--- src/rtl/hilo_muldiv_unit.sv ---
// hilo_muldiv_unit
//   HI/LO multiply/divide unit for the EXE stage. Holds the architectural
//   HI and LO registers and executes MULT/MULTU/DIV/DIVU/MADD/MADDU/MSUB/
//   MSUBU/MTHI/MTLO/MFHI/MFLO. Multiplies complete after a configurable
//   latency; divides use an iterative radix-2 restoring divider that retires
//   one quotient bit per cycle.
//
// Parameters
//   DATA_W   operand / HI / LO width (>= 8, even)
//   MUL_LAT  cycles from op acceptance to multiply result (>= 1)
//
// Ports
//   clk           clock
//   reset         synchronous, active-high reset
//   op_valid      op/src1/src2 are valid and held stable until done or flush
//   hi_lo_op      one-hot op: [0]div [1]divu [2]mult [3]multu [4]mthi
//                 [5]mtlo [6]mfhi [7]mflo [8]madd [9]maddu [10]msub [11]msubu
//   src1, src2    rs / rt operands
//   flush         abort the in-flight op, no HI/LO update
//   wr_disable    suppress the HI/LO write in the done cycle
//   done          result valid this cycle
//   hi_lo_result  result for the writeback path (valid only while done)
//   busy          FSM is not idle
module hilo_muldiv_unit #(
  parameter int DATA_W  = 32,
  parameter int MUL_LAT = 2
) (
  input  logic              clk,
  input  logic              reset,
  input  logic              op_valid,
  input  logic [11:0]       hi_lo_op,
  input  logic [DATA_W-1:0] src1,
  input  logic [DATA_W-1:0] src2,
  input  logic              flush,
  input  logic              wr_disable,
  output logic              done,
  output logic [DATA_W-1:0] hi_lo_result,
  output logic              busy
);

  localparam int CNT_MAX = (DATA_W > MUL_LAT + 1) ? DATA_W : MUL_LAT + 1;
  localparam int CNT_W   = $clog2(CNT_MAX + 1);

  typedef enum logic [1:0] {
    IDLE = 2'd0,
    MUL  = 2'd1,
    DIV  = 2'd2,
    DONE = 2'd3
  } state_t;

  state_t state, state_nxt;

  logic [DATA_W-1:0] hi_q, lo_q;
  logic [CNT_W-1:0]  cnt;
  logic [11:0]       op_r;
  // op_a holds |src1|; during a divide it shifts left and collects quotient bits.
  logic [DATA_W-1:0] op_a, op_b;
  logic [DATA_W-1:0] div_r;
  logic [DATA_W-1:0] src1_r;
  logic              q_neg, r_neg, div_zero;

  logic in_div, in_mul, in_signed, accept;
  logic hi_we, lo_we;
  logic [DATA_W-1:0] hi_nxt, lo_nxt;

  logic [CNT_W-1:0]    mul_target;
  logic                is_acc, is_sub;
  logic [2*DATA_W-1:0] prod_abs, prod, acc, mul_out;

  logic [DATA_W:0]   r_shift, r_diff;
  logic              q_bit;
  logic [DATA_W-1:0] quo, rem;

  function automatic logic [DATA_W-1:0] abs_val(input logic [DATA_W-1:0] x, input logic sgn);
    return (sgn && x[DATA_W-1]) ? -x : x;
  endfunction

  assign in_div    = hi_lo_op[0] | hi_lo_op[1];
  assign in_mul    = hi_lo_op[2] | hi_lo_op[3] | (|hi_lo_op[11:8]);
  assign in_signed = hi_lo_op[0] | hi_lo_op[2] | hi_lo_op[8] | hi_lo_op[10];
  assign accept    = (state == IDLE) && op_valid && !flush;
  assign busy      = (state != IDLE);

  // Multiply datapath works on magnitudes; the sign is restored afterwards so
  // the full 2*DATA_W product stays exact, including MIN*MIN.
  assign is_acc     = |op_r[11:8];
  assign is_sub     = op_r[10] | op_r[11];
  assign mul_target = is_acc ? CNT_W'(MUL_LAT + 1) : CNT_W'(MUL_LAT);
  assign prod_abs   = {{DATA_W{1'b0}}, op_a} * {{DATA_W{1'b0}}, op_b};
  assign prod       = q_neg ? -prod_abs : prod_abs;
  assign acc        = {hi_q, lo_q};
  assign mul_out    = is_acc ? (is_sub ? acc - prod : acc + prod) : prod;

  // One restoring step. The partial remainder is always below the divisor,
  // so the borrow out of the subtraction is a valid "remainder < divisor" flag.
  assign r_shift = {div_r, op_a[DATA_W-1]};
  assign r_diff  = r_shift - {1'b0, op_b};
  assign q_bit   = ~r_diff[DATA_W];

  // Divide-by-zero bypasses the sign fix; MIN / -1 falls out naturally as
  // quotient MIN, remainder 0.
  assign quo = div_zero ? {DATA_W{1'b1}} : (q_neg ? -op_a : op_a);
  assign rem = div_zero ? src1_r : (r_neg ? -div_r : div_r);

  always_comb begin
    state_nxt    = state;
    done         = 1'b0;
    hi_we        = 1'b0;
    lo_we        = 1'b0;
    hi_nxt       = hi_q;
    lo_nxt       = lo_q;
    hi_lo_result = '0;
    unique case (state)
      IDLE: begin
        if (op_valid && !flush) begin
          if (in_div) begin
            state_nxt = DIV;
          end else if (in_mul) begin
            state_nxt = MUL;
          end else begin
            done = 1'b1;
            if (hi_lo_op[4]) begin
              hi_we  = 1'b1;
              hi_nxt = src1;
            end
            if (hi_lo_op[5]) begin
              lo_we  = 1'b1;
              lo_nxt = src1;
            end
            if (hi_lo_op[6])
              hi_lo_result = hi_q;
            else if (hi_lo_op[7])
              hi_lo_result = lo_q;
            else
              hi_lo_result = src1;
          end
        end
      end
      MUL: begin
        if (flush) begin
          state_nxt = IDLE;
        end else if (cnt == mul_target) begin
          state_nxt    = IDLE;
          done         = 1'b1;
          hi_we        = 1'b1;
          lo_we        = 1'b1;
          hi_nxt       = mul_out[2*DATA_W-1:DATA_W];
          lo_nxt       = mul_out[DATA_W-1:0];
          hi_lo_result = mul_out[DATA_W-1:0];
        end
      end
      DIV: begin
        if (flush)
          state_nxt = IDLE;
        else if (cnt == CNT_W'(DATA_W))
          state_nxt = DONE;
      end
      DONE: begin
        state_nxt = IDLE;
        if (!flush) begin
          done         = 1'b1;
          hi_we        = 1'b1;
          lo_we        = 1'b1;
          hi_nxt       = rem;
          lo_nxt       = quo;
          hi_lo_result = quo;
        end
      end
    endcase
    if (wr_disable) begin
      hi_we = 1'b0;
      lo_we = 1'b0;
    end
  end

  always_ff @(posedge clk) begin
    if (reset) begin
      state    <= IDLE;
      hi_q     <= '0;
      lo_q     <= '0;
      cnt      <= '0;
      op_r     <= '0;
      op_a     <= '0;
      op_b     <= '0;
      div_r    <= '0;
      src1_r   <= '0;
      q_neg    <= 1'b0;
      r_neg    <= 1'b0;
      div_zero <= 1'b0;
    end else begin
      state <= state_nxt;
      if (hi_we) hi_q <= hi_nxt;
      if (lo_we) lo_q <= lo_nxt;

      if (accept) begin
        op_r     <= hi_lo_op;
        op_a     <= abs_val(src1, in_signed);
        op_b     <= abs_val(src2, in_signed);
        div_r    <= '0;
        src1_r   <= src1;
        q_neg    <= in_signed & (src1[DATA_W-1] ^ src2[DATA_W-1]);
        r_neg    <= in_signed & src1[DATA_W-1];
        div_zero <= (src2 == '0);
      end else if (state == DIV && !flush) begin
        op_a  <= {op_a[DATA_W-2:0], q_bit};
        div_r <= q_bit ? r_diff[DATA_W-1:0] : r_shift[DATA_W-1:0];
      end

      // cnt equals the cycle number relative to acceptance while MUL/DIV run.
      if (state == IDLE)
        cnt <= (accept && (in_div || in_mul)) ? CNT_W'(1) : '0;
      else if (state_nxt == IDLE || state_nxt == DONE)
        cnt <= '0;
      else
        cnt <= cnt + CNT_W'(1);
    end
  end

  op_stable_a: assert property (@(posedge clk) disable iff (reset)
    (busy && op_valid) |-> (hi_lo_op == op_r));

endmodule

--- config.mk ---
export PLATFORM = sky130hd
export DESIGN_NAME = hilo_muldiv_unit
export DESIGN_NICKNAME = d
export VERILOG_FILES = /design/src/rtl/hilo_muldiv_unit.sv
export SDC_FILE = /design/constraint.sdc
export NUM_CORES = 2
export LEC_CHECK = 0
export ABC_AREA = 1
export ABC_CLOCK_PERIOD_IN_PS = 27300
export CAP_MARGIN = 20
export CORE_AREA = 3 3 418 420
export CTS_BUF_LIST = sky130_fd_sc_hd__clkbuf_16
export CTS_CLUSTER_DIAMETER = 200
export DETAILED_ROUTE_END_ITERATION = 6
export DIE_AREA = 0 0 421 423
export SETUP_SLACK_MARGIN = 0.4
export SYNTH_ARGS = -nofsm -noshare
export SYNTH_HDL_FRONTEND = slang
export SYNTH_SLANG_ARGS = --single-unit
--- constraint.sdc ---
create_clock -name clk -period 27.3 [get_ports clk]
set_clock_uncertainty 0.2 [all_clocks]
set_input_delay 2.73 -clock clk [delete_from_list [all_inputs] [get_ports clk]]
set_output_delay 2.73 -clock clk [all_outputs]
set_load 0.01 [all_outputs]
==> metrics.md <==
| Metric | Value |
|---|---|
| Status | complete, but fails checks |
| Violated checks | design-rule violations |
| Unrepaired setup endpoints after global routing | false |
| Initial Util | between 30% and 40% |
| Vias | 57800 |
| Int Power | 989 uW |
| Yosys top cell by area | fa_1 |
| Predominant post-synthesis flop cell | dfxtp_1 |
| Flop pwr share | 14.0% |
| Skew-Pair Late Insertion Delay | about 0.60 ns |
| Num ports | 115 |
| Switching share of power | a little under three fifths |
| Rows | around 150 |
| Worst hold slack | 0.256 ns |
| GRT Overall Usage | 26.1% |
| Yosys top cell area share | roughly 30% |
| Fin. Hold Viols | 0 |
| Initial antenna violation count | 12 |
| Max-Cap Viols | 0 |
| Largest net degree at the start of global routing | 87 |
| Seq/Total Area, Yosys | 6.93% |
| WP data required | 24.37 ns |
| Final period utilization | 53.9% |
| CP Launch Type | flip-flop |
| Nets | 10200 |
| DR WL/cell | approximately 21 um |
| Vias in the first global route | 57900 |
| Slowest stage cell, crit path | dfxtp_1 |
| CTS tree | done |
| Max clock buf depth | 3 |
| Worst Tran Pin Value | 1.40 ns |
| Hpwl dp | 193000 um |
| First-pass GRT wire length | 361000 um |
| Worst R2R Setup Slack | 13.88 ns |
| Leakage | 35.7 nW |
| Syn. warnings | 0 |
| Synth area leaders | fa_1 30%, nand2_1 15%, inv_1 14%, ha_1 7.7%, dfxtp_1 6.9% |
| Port bufs | about 110 |
| Post_cts resized | 0 |
| Post-Route WL | 235000 um |
| Die height | roughly 420 um |
| Clock network fraction of design power | 15.6% |
| CP most frequent cell | inv_1 |
| Synthesized flop and latch total | 207 |
| Max-slew headroom | 6.29% |
| Share of cells above drive strength 1 | 4.48% |
| CP endpoint | hi_lo_result[30] |
| Post-synth cell types | 69 |
| DRC | 1 |
| Critical path origin | op_a[4]$_SDFFE_PP0P_ |
| Detail Route Antenna Nets | 0 |
| Asr flop ratio synth | 0% |
| Maximum fanout along the worst path | 25 |
| Clk pin slew, worst setup/hold paths | 0.06 ns |
| Crit path time final | 14.71 ns |
| Fillers | 18400 |
| CP Capture Type | output port |
| Largest stage delay, worst path | 0.73 ns |
| Cts bufs inserted | 25 |
| Reg2Reg Depth | 53 |
| Initial DRT Pass Iterations | 7 |
| Cell count after synthesis | 9021 |
| Comb power frac | 70.3% |
| Final setup fails | 0 |
| Via density | a little over 5 |
| Core area | between 150000 and 200000 um^2 |
| Most frequent cells in the layout | 2373 x nand2_1, 2197 x inv_1, 898 x fa_1 |
| Final slew viol count | 0 |
| Gr ovfl total | 0 |
| Die ar. | 178000 um^2 |
| PD cells | 36.5 nW/um^2 |
| Synthesized area per cell | around 6.6 um^2 |
| Initial DRC Count | 6206 |
| Clk root buf | clkbuf_16 |
| Max Freq | 0.0680 GHz |
| Setup Buffers After CTS | 0 |
| Setup TNS | 0 ns |
| Worst Hold Class | flip-flop to flip-flop |
| FF-to-FF Start | op_a[27]$_SDFFE_PP0P_ |
| CTS sink cnt | approximately 210 |
| Syn-to-layout area delta | 6.81% |
| Most common cell after layout, fill and taps aside | nand2_1 |
| R2r endpoint | hi_q[27]$_SDFFE_PP0P_ |
| Routability cong. | 0.996 |
| CP Data Arrival Time | 11.78 ns |
| Post-synth EDFFs | 0 |
| Crit path kind | flip-flop to output port |
| Hold_buf cts | 0 |
| Max VDD drop | between 0.04 and 0.05 mV |
| NetSw | 1.34 mW |
| Mapped Area | 59800 um^2 |
| H-tree depth | 1 |
| Die width | approximately 420 um |
| Mapped Nets | 10400 |
## cells by family after synthesis
logic type,after synthesis,synth area share [%]
AOI/OAI and AO/OA,1141,11.1
xor gates and xnor gates,137,2.01
adders and majority gates,1265,37.8
buffers and inverters,2652,16.8
DFF,207,6.93
muxes,8,0.134
and+or+nand+nor,3611,25.3
## cells in the mapped netlist (all sizes together) (13+ instances only)
library cell  number
ha               367
nand4             38
o21a              13
nand2           2438
o221ai            52
a211oi            17
xor2              96
a31oi             77
nor4              17
buf               78
o22ai             32
nor3             117
inv             2230
dfxtp            207
or2               44
nand3b            29
fa               898
a41oi             15
nor2             555
o211ai            83
a21oi            393
nand3            357
xnor2             41
clkbuf           338
o21ai            384
## stage by stage
stage	power, mW	instance area, um^2	instances	utilization [%]	setup slack [ns]
CTS	2.32	63800	11200	37.2	12.63
floorplan	1.41	59800	9021	-	15.31
detailed placement	1.94	63000	11100	36.8	13.28
global route	2.51	63800	11200	37.3	11.87
global placement	1.94	63000	11100	36.8	13.33
finish	2.33	63900	11200	37.3	12.59
## sequential cells by signal, indices dropped and copies added (netlist names)
name	cells
q_neg	1
state	2
op_r	4
op_b	32
op_a	32
hi_q	32
div_zero	1
cnt	6
lo_q	32
r_neg	1
src1_r	32
div_r	32
## power by group through the flow
stage | combinational, mW | sequential (mW) | clock (mW)
6_report | 1.64 | 0.328 | 0.364
2_1_floorplan | 1.09 | 0.325 | 0
3_5_place_dp | 1.61 | 0.334 | 0
4_1_cts | 1.62 | 0.327 | 0.364
3_3_place_gp | 1.61 | 0.333 | 0
5_1_grt | 1.81 | 0.329 | 0.375
## critical path, delay by kind of cell, from the launching register on
kind                       cells  cell delay [ns]
AOI/OAI and AO/OA              7             1.71
xor gates and xnor gates       1             0.17
adders and majority gates     10             4.35
buffers and inverters         14             1.92
DFF                            1             0.73
and+or+nand+nor               19             2.31
## layout make-up
class                           instances  area, um^2  area share [%]
Multi-Input combinational cell       6162       45700            71.5
Inverter                             2235        8390            13.1
Sequential cell                       207        4150            6.50
Tap cell                             2310        2890            4.53
Timing Repair Buffer                  220        1940            3.05
Clock buffer                           25         626           0.980
Clock inverter                         21         186           0.292
Antenna cell                            3        7.51          0.0118
## how the worst min path moves through the flow
stage | start | cells after the start | endpoint
final | src1_r[9]$_SDFFE_PP0P_ | 2 | src1_r[9]$_SDFFE_PP0P_
after global routing | src1_r[8]$_SDFFE_PP0P_ | 2 | src1_r[8]$_SDFFE_PP0P_
after CTS | src1_r[9]$_SDFFE_PP0P_ | 2 | src1_r[9]$_SDFFE_PP0P_
after detailed placement | src1_r[0]$_SDFFE_PP0P_ | 2 | src1_r[0]$_SDFFE_PP0P_
after global placement | src1_r[0]$_SDFFE_PP0P_ | 2 | src1_r[0]$_SDFFE_PP0P_
after floorplan | src1_r[0]$_SDFFE_PP0P_ | 2 | src1_r[0]$_SDFFE_PP0P_
## layer usage
metal | vias up | wire, um | track usage [%] | part of all wire (%)
li1 | 26800 | - | - | -
met1 | 28200 | 103000 | 35.8 | 44
met2 | 2321 | 105000 | 42.1 | 45
met3 | 391 | 18400 | 3.95 | 7.8
met4 | 6 | 9500 | 8.49 | 4.0
met5 | - | 41 | 0 | 0.017
No activity file was read; power rests on OpenSTA's default activity.
